File: src/rtl/water_arbiter.sv
// Shared-pump arbiter: fixed priority flush > spray > disinfect, with a pump-off gap after every grant.
// Latency: a request sampled while idle drives grant/pump_on on the next cycle; done pulses in the first gap cycle.
// Backpressure: none; requests arriving while busy are held as pending bits, and repeats of one type coalesce.
module water_arbiter #(
    parameter int FLUSH_CYC = 20,
    parameter int SPRAY_CYC = 10,
    parameter int DIS_CYC   = 8,
    parameter int GAP_CYC   = 2
) (
    input  logic       clk,
    input  logic       reset,
    input  logic       req_flush,
    input  logic       req_spray,
    input  logic       req_dis,
    input  logic       spray_mode,
    input  logic       abort_spray,
    output logic       pump_on,
    output logic [2:0] grant,
    output logic       done_flush,
    output logic       done_spray,
    output logic       done_dis,
    output logic       busy
);

    typedef enum logic [1:0] {
        IDLE = 2'd0,
        RUN  = 2'd1,
        GAP  = 2'd2
    } state_t;

    // Counters are loaded with (duration - 1) and run down to zero.
    localparam logic [8:0] FLUSH_LD      = 9'(FLUSH_CYC - 1);
    localparam logic [8:0] SPRAY_LD      = 9'(SPRAY_CYC - 1);
    localparam logic [8:0] SPRAY_LONG_LD = 9'(2 * SPRAY_CYC - 1);
    localparam logic [8:0] DIS_LD        = 9'(DIS_CYC - 1);
    localparam logic [8:0] GAP_LD        = 9'(GAP_CYC - 1);

    state_t     state_q, state_d;
    logic [8:0] cnt_q, cnt_d;
    logic [2:0] pend_q, pend_d;
    logic [2:0] grant_q, grant_d;
    logic       pump_q, pump_d;
    logic [2:0] done_q, done_d;

    logic [2:0] req_vec;
    logic [2:0] elig;
    logic [2:0] win;
    logic [8:0] win_len;
    logic       start;

    // Arbitration candidates, winner selection and its run length.
    always_comb begin
        req_vec = {req_dis, req_spray, req_flush};
        elig    = pend_q | req_vec;
        if (abort_spray) begin
            elig[1] = 1'b0;
        end
        win = 3'b000;
        if (elig[0]) begin
            win = 3'b001;
        end else if (elig[1]) begin
            win = 3'b010;
        end else if (elig[2]) begin
            win = 3'b100;
        end
        win_len = DIS_LD;
        if (win[0]) begin
            win_len = FLUSH_LD;
        end else if (win[1]) begin
            win_len = spray_mode ? SPRAY_LONG_LD : SPRAY_LD;
        end
    end

    // Next-state, counter, pending and registered-output logic.
    always_comb begin
        state_d = state_q;
        cnt_d   = cnt_q;
        grant_d = grant_q;
        done_d  = 3'b000;
        start   = 1'b0;
        case (state_q)
            IDLE: begin
                if (|win) begin
                    start = 1'b1;
                end
            end
            RUN: begin
                if (grant_q[1] && abort_spray) begin
                    // User left: stop the spray now, no completion pulse.
                    state_d = GAP;
                    cnt_d   = GAP_LD;
                    grant_d = 3'b000;
                end else if (cnt_q == 9'd0) begin
                    state_d = GAP;
                    cnt_d   = GAP_LD;
                    grant_d = 3'b000;
                    done_d  = grant_q;
                end else begin
                    cnt_d = cnt_q - 9'd1;
                end
            end
            GAP: begin
                if (cnt_q == 9'd0) begin
                    if (|win) begin
                        start = 1'b1;
                    end else begin
                        state_d = IDLE;
                    end
                end else begin
                    cnt_d = cnt_q - 9'd1;
                end
            end
            default: begin
                state_d = IDLE;
                cnt_d   = 9'd0;
                grant_d = 3'b000;
            end
        endcase
        if (start) begin
            state_d = RUN;
            grant_d = win;
            cnt_d   = win_len;
            pend_d  = elig & ~win;
        end else begin
            pend_d  = elig;
        end
        pump_d = |grant_d;
    end

    // State and output registers with synchronous reset.
    always_ff @(posedge clk) begin
        if (reset) begin
            state_q <= IDLE;
            cnt_q   <= 9'd0;
            pend_q  <= 3'b000;
            grant_q <= 3'b000;
            pump_q  <= 1'b0;
            done_q  <= 3'b000;
        end else begin
            state_q <= state_d;
            cnt_q   <= cnt_d;
            pend_q  <= pend_d;
            grant_q <= grant_d;
            pump_q  <= pump_d;
            done_q  <= done_d;
        end
    end

    assign pump_on    = pump_q;
    assign grant      = grant_q;
    assign done_flush = done_q[0];
    assign done_spray = done_q[1];
    assign done_dis   = done_q[2];
    assign busy       = (state_q != IDLE) || (|pend_q);

endmodule

File: config.mk
export PLATFORM = sky130hd
export DESIGN_NAME = water_arbiter
export DESIGN_NICKNAME = d
export VERILOG_FILES = /design/src/rtl/water_arbiter.sv
export SDC_FILE = /design/constraint.sdc
export NUM_CORES = 1
export LEC_CHECK = 0
export ABC_CLOCK_PERIOD_IN_PS = 1900
export CORE_AREA = 2 2 72 74
export DETAILED_ROUTE_END_ITERATION = 12
export DIE_AREA = 0 0 74 76
export GPL_TIMING_DRIVEN = 1
export PLACE_DENSITY = 0.53
export SLEW_MARGIN = 15
export SYNTH_ARGS = -nofsm -noshare
export SYNTH_HDL_FRONTEND = slang
export SYNTH_SLANG_ARGS = --single-unit
File: constraint.sdc
create_clock -name clk -period 1.9 [get_ports clk]
set_input_delay 0.38 -clock clk [delete_from_list [all_inputs] [get_ports clk]]
set_output_delay 0.38 -clock clk [all_outputs]
set_load 0.05 [all_outputs]
==> Yosys cells after proc, flatten, opt, wreduce, memory -nomap -nowiden <==
Index checks and enable logic that the tools add are counted.
{ "totals": {"romBits": 0, "input_bits": 7, "ramBits": 0, "wordCells": 64, "output_inout_bits": 8, "ff_bits": 21, "latchBits": 0, "memories": 0} }
{ "op_classes": {"shifts": 0, "addsub": 1, "magnitude_cmp": 0, "reduce_logical": 14, "mux": 26, "bitwise": 6, "eq_ne": 10, "div": 0, "multipliers": 0} }
{ "ops": {"columns": ["operator", "n"], "rows": [
  ["2-to-1 mux 9 bit", 4],
  ["one-hot mux 9 bit (3 select lines)", 1],
  ["2-to-1 mux 3 bit", 7],
  ["2-to-1 mux 5 bit", 3],
  ["inequality test 3 bit (second input constant)", 4],
  ["logical NOT 9 bit", 1],
  ["OR reduction 3 bit", 3],
  ["subtractor 9 x 1 -> 9 bit (second input constant)", 1],
  ["2-to-1 mux 2 bit", 4],
  ["AND reduction 4 bit", 2],
  ["inequality test 2 bit (second input constant)", 3],
  ["one-hot mux 2 bit (3 select lines)", 1],
  ["one-hot mux 3 bit (2 select lines)", 1],
  ["2-to-1 mux 1 bit", 4],
  ["inequality test 4 bit (second input constant)", 1],
  ["OR reduction 2 bit", 2],
  ["OR reduction 4 bit", 1],
  ["AND 3 bit", 1],
  ["NOT 1 bit", 3],
  ["NOT 3 bit", 1],
  ["bitwise OR 3 bit", 1],
  ["equality test 2 x 1 -> 1 bit (second input constant)", 1],
  ["equality test 2 bit (second input constant)", 1],
  ["logical NOT 2 bit", 1],
  ["other kinds (5)", 5]
]} }

==> Longest topological paths before layout <==
Gate-level depths: netlist of run 1.
{ "logic_depth": {"ltp_word": 10, "mapped_depth": 7, "depth_no_buf": 7} }

==> Worst setup path before layout of run 1 <==
OpenSTA, ideal clock, no wires.
{ "synth_path": {"path_type": "reg2out", "from": "reg state_q[0]", "to": "out busy", "t_arrival_ns": 1.668, "required_ns": 1.520, "path_buffers": 1, "slack_ns": -0.148, "path_stages_with_launch": 6, "path_cell_list": "dfxtp_1 -> inv_1 -> ha_1 -> clkbuf_1 -> inv_1 -> or4_1"} }
{ "synth_between": {"elab_chain_len": 2} }
{ "synth_lines": {"columns": ["element", "line", "text"], "rows": [
  ["start: declaration", "38", "state_t state_q, state_d;"],
  ["start signal: assignment", "140", "state_q <= state_d;"],
  ["nonzero test 2 bit", "154", "assign busy = (state_q != IDLE) || (|pend_q);"],
  ["logical OR 1 bit", "154", null],
  ["end: declaration", "22", "output logic busy"]
]} }
Every way passes these cells.

==> Final worst setup path of run 1 <==
{ "layout_path": {"from": "reg cnt_q[1]", "to": "reg pump_q (netlist: pump_on)"} }
{ "layout_between": {"elab_chain_len": 6, "word_cells_on_any_way": 8, "cone_classes": "mux (6); reduce/logical (2)"} }
{ "layout_lines": {"columns": ["element", "line", "text"], "rows": [
  ["start: declaration", "39", "logic [8:0] cnt_q, cnt_d;"],
  ["start signal: assignment", "141", "cnt_q <= cnt_d;"],
  ["logical NOT 9 bit *", "93, 103", null],
  ["2-to-1 mux 3 bit", "93", "end else if (cnt_q == 9'd0) begin"],
  ["2-to-1 mux 3 bit", "88", "if (grant_q[1] && abort_spray) begin"],
  ["one-hot mux 3 bit (2 select lines)", "81", "case (state_q)"],
  ["2-to-1 mux 3 bit *", "119", "if (start) begin"],
  ["OR reduction 3 bit *", "127", "pump_d = |grant_d;"],
  ["end signal: assignment", "144", "pump_q <= pump_d;"],
  ["end: declaration", "42", "logic pump_q, pump_d;"]
]} }
Mark *: on every way between the ends. The rest lies on a longest branch, timed or not.
A chain may end at the register's enable or synchronous reset.

==> impl_metrics.sql, run 1 <==
INSERT INTO impl_metrics (metric_group, metric, value, unit) VALUES
('run_status', 'status', 'finished clean', ''),
('floorplanning', 'die_w', '74', 'µm'),
('sta', 'slew-limit-headroom', '67.3', '%'),
('sta', 'unrepaired_setup_endpoints_after_global_routing', 'yes', ''),
('place', 'hpwl', '2400', 'µm'),
('global_routing', 'grt.total_usage', '11.9', '%'),
('critical_path', 'timing.critical_path.buf_inv', '2', ''),
('global_routing', 'first_global_vias', '1166', ''),
('floorplanning', 'number_of_cell_rows', '26', ''),
('pwr', 'p_per_area', '819', 'nW/µm²'),
('detailed_routing', 'drt-pass1-iter-count', '4', ''),
('place', 'numPortBuffers', '14', ''),
('logic_synthesis', 'synth_enable_flop_cells', '0', ''),
('global_routing', 'global_route.usage.met3', '2.12', '%'),
('floorplanning', 'ios', '15', ''),
('sta', 'max_slew.worst_pin.slew', '0.489', 'ns'),
('hold_path', 'hold_path_class', 'register to register', ''),
('critical_path', 'critPathMaxFanout', '6', ''),
('cts', 'tritoncts_num_sinks', '21', ''),
('detailed_routing', 'ant_nets', '0', ''),
('logic_synthesis', 'synth_cell_types', '46', ''),
('critical_path', 'crit_type', 'register to register', ''),
('pwr', 'p_leak', '0.000725', 'µW'),
('logic_synthesis', 'register_bit_total_from_synthesis', '21', ''),
('sta', 'hold_viol', '0', ''),
('detailed_routing', 'via_per_inst', '4.61', ''),
('critical_path', 'ff2ff_path_depth', '8', ''),
('sta', 'final_cycle_share', '98.0', '%'),
('global_routing', 'groute.layer.met1.usage', '16.2', '%'),
('critical_path', 'reg2reg_from', 'cnt_q[1]', ''),
('job', 'drv_cap', '0', ''),
('global_routing', 'antenna_violations_before_repair', '0', ''),
('logic_synthesis', 'synthArstFlopShare', '0', '%'),
('critical_path', 'critPathRequiredTime', '2.05', 'ns'),
('global_routing', 'largest_net_degree_at_the_start_of_global_routing', '12', ''),
('floorplanning', 'die_y', '76', 'µm'),
('finish', 'antennaDiodeCount', '0', ''),
('finish', 'layout.cells.most_common', 'buf_4', ''),
('global_routing', 'grt_busiest_layer', 'met2', ''),
('logic_synthesis', 'synth_warnings', '0', ''),
('hold_path', 'holdCritStartpoint', 'grant[0]', ''),
('finish', 'synthesis_to_finish_area_growth', '56.8', '%'),
('detailed_routing', 'remaining_drc_errors', '0', ''),
('global_routing', 'grt_overflow', '0', ''),
('cts', 'tritoncts', 'built', ''),
('finish', 'seq_area', '424', 'µm²'),
('place', 'gp_congestion', '0.791', ''),
('cts', 'h_tree_levels', '1', ''),
('global_routing', 'met2_usage', '18.6', '%'),
('critical_path', 'critical_path.startpoint', 'cnt_q[1]', ''),
('cts', 'clk_root_buffer_cell', 'clkbuf_8', ''),
('critical_path', 'max_stage_delay', '0.36', 'ns'),
('finish', 'final_core_util', '37.1', '%'),
('critical_path', 'timing.critical_path.arrival', '2.01', 'ns'),
('finish', 'final_cell_mix', 'buf_4 (39), dfxtp_1 (18), clkdlybuf4s50_1 (12)', ''),
('logic_synthesis', 'number_of_nets_in_the_synthesized_netlist', '148', ''),
('cts', 'cts_max_path_buffers', '2', ''),
('cts', 'cts.clk_slew.worst_paths', '0.08', 'ns'),
('critical_path', 'cpLargestDelayFamily', 'simple AND/OR/NAND/NOR gates', ''),
('detailed_routing', 'postRouteWirelength', '3200', 'µm'),
('critical_path', 'critical_path.startpoint_type', 'register', ''),
('detailed_routing', 'drtIter0Drc', '88', ''),
('hold_path', 'holdPathEnd', 'done_q[0]', ''),
('logic_synthesis', 'register_area_share_after_synthesis', '36.2', '%'),
('finish', 'area_of_the_multi_input_gates', '779', 'µm²'),
('logic_synthesis', 'ys_dominant_reg_cell', 'dfxtp_1', ''),
('sta', 'max_freq', '537', 'MHz'),
('floorplanning', 'placeableCoreArea', '4910', 'µm²'),
('pwr', 'ir_drop', '0.300', 'mV'),
('pwr', 'power.total', '1490', 'µW'),
('sta', 'finalClockSkew', '0.00611', 'ns');
Yosys cell counts, types with 3 or more instances:
cell	number	area [µm²]
dfxtp_1	21	420
a21oi_1	10	50.1
inv_1	10	37.5
nand2_1	9	33.8
nor3_1	9	45.0
nor2_1	8	30.0
o21ai_0	6	30.0
ha_1	5	62.6
nand3_1	4	20.0
a31oi_1	3	18.8
clkbuf_1	3	11.3
nor4_1	3	18.8
routing by layer:
layer | wire (µm) | vias up
li1 | - | 608
met1 | 1510 | 565
met2 | 1510 | 25
met3 | 127 | 5
met4 | 50 | 0
met5 | 0 | -
layout make-up:
type | instances | share of cell area, %
multi-input combinational | 102 | 42.8
timing repair buffer | 54 | 24.4
sequential | 21 | 23.3
tap | 70 | 4.81
clock buffer | 4 | 2.47
inverter | 10 | 2.20
power breakdown:
part / total [µW] / switching, µW / internal [µW]
clock network: 299 / 149 / 149
logic: 690 / 347 / 343
registers: 502 / 25.6 / 476
worst max-delay path by stage:
stage,endpoint,cells after the start,slack [ns]
floorplan,pump_on,7,0.02
global placement,pump_on,6,-0.17
detailed placement,pump_on,6,-0.18
CTS,busy,5,-0.004
global route,pump_on,8,-0.07
finish,pump_on,8,0.04
worst register-to-register path: cells and delay by family (launching register included):
kind / cells / cell delay, ns
buffers and inverters: 2 / 0.24
AOI/OAI and AO/OA: 3 / 0.48
adders and majority gates: 1 / 0.13
and+or+nand+nor: 2 / 0.58
DFF: 1 / 0.32
stage by stage:
| step | hold slack (ns) | std cells | setup WS [ns] | instance area [µm²] |
|---|---|---|---|---|
| after CTS | 0.497 | 256 | -0.00357 | 1720 |
| after global routing | 0.516 | 261 | -0.0684 | 1820 |
| after global placement | 0.480 | 251 | -0.169 | 1650 |
| final | 0.494 | 261 | 0.0371 | 1820 |
| after floorplan | 0.449 | 136 | 0.0155 | 1180 |
| after detailed placement | 0.474 | 251 | -0.179 | 1650 |
cell families (layout without fill, tap and decap cells):
| family | after synthesis | in the layout | share of synthesized area (%) |
|---|---|---|---|
| AND/OR/NAND/NOR | 55 | 55 | 27.2 |
| AO/OA/AOI/OAI | 41 | 41 | 26.3 |
| flip-flops | 21 | 21 | 36.2 |
| buffers and inverters | 13 | 68 | 4.20 |
| adder cells (fa/ha/maj) | 5 | 5 | 5.39 |
| XOR/XNOR | 1 | 1 | 0.754 |
sequential cells by signal, indices dropped and copies added (netlist names):
name / flops
cnt_q: 9
done_q: 3
grant: 3
pend_q: 3
state_q: 2
pump_on: 1
what timing repair did:
action / CTS / global route
buffers inserted: 1 / 4
endpoints found under the hold margin: 0 / 0
pin swaps: 1 / 5
cloned: 0 / 1
endpoints found under the setup margin: 2 / 9
hold buffers: 0 / 0
resized for setup: 6 / 16
(Power assumes the default switching activity.)
==> inputs of run 2 (changes only) <==
--- a/config.mk
+++ b/config.mk
@@ -9,6 +9,7 @@
 export CORE_AREA = 2 2 72 74
 export DETAILED_ROUTE_END_ITERATION = 12
 export DIE_AREA = 0 0 74 76
+export GPL_ROUTABILITY_DRIVEN = 0
 export GPL_TIMING_DRIVEN = 1
 export PLACE_DENSITY = 0.53
 export SLEW_MARGIN = 15
==> results of run 2 <==
Final layout, timing and power as in run 1 (identical DEF).
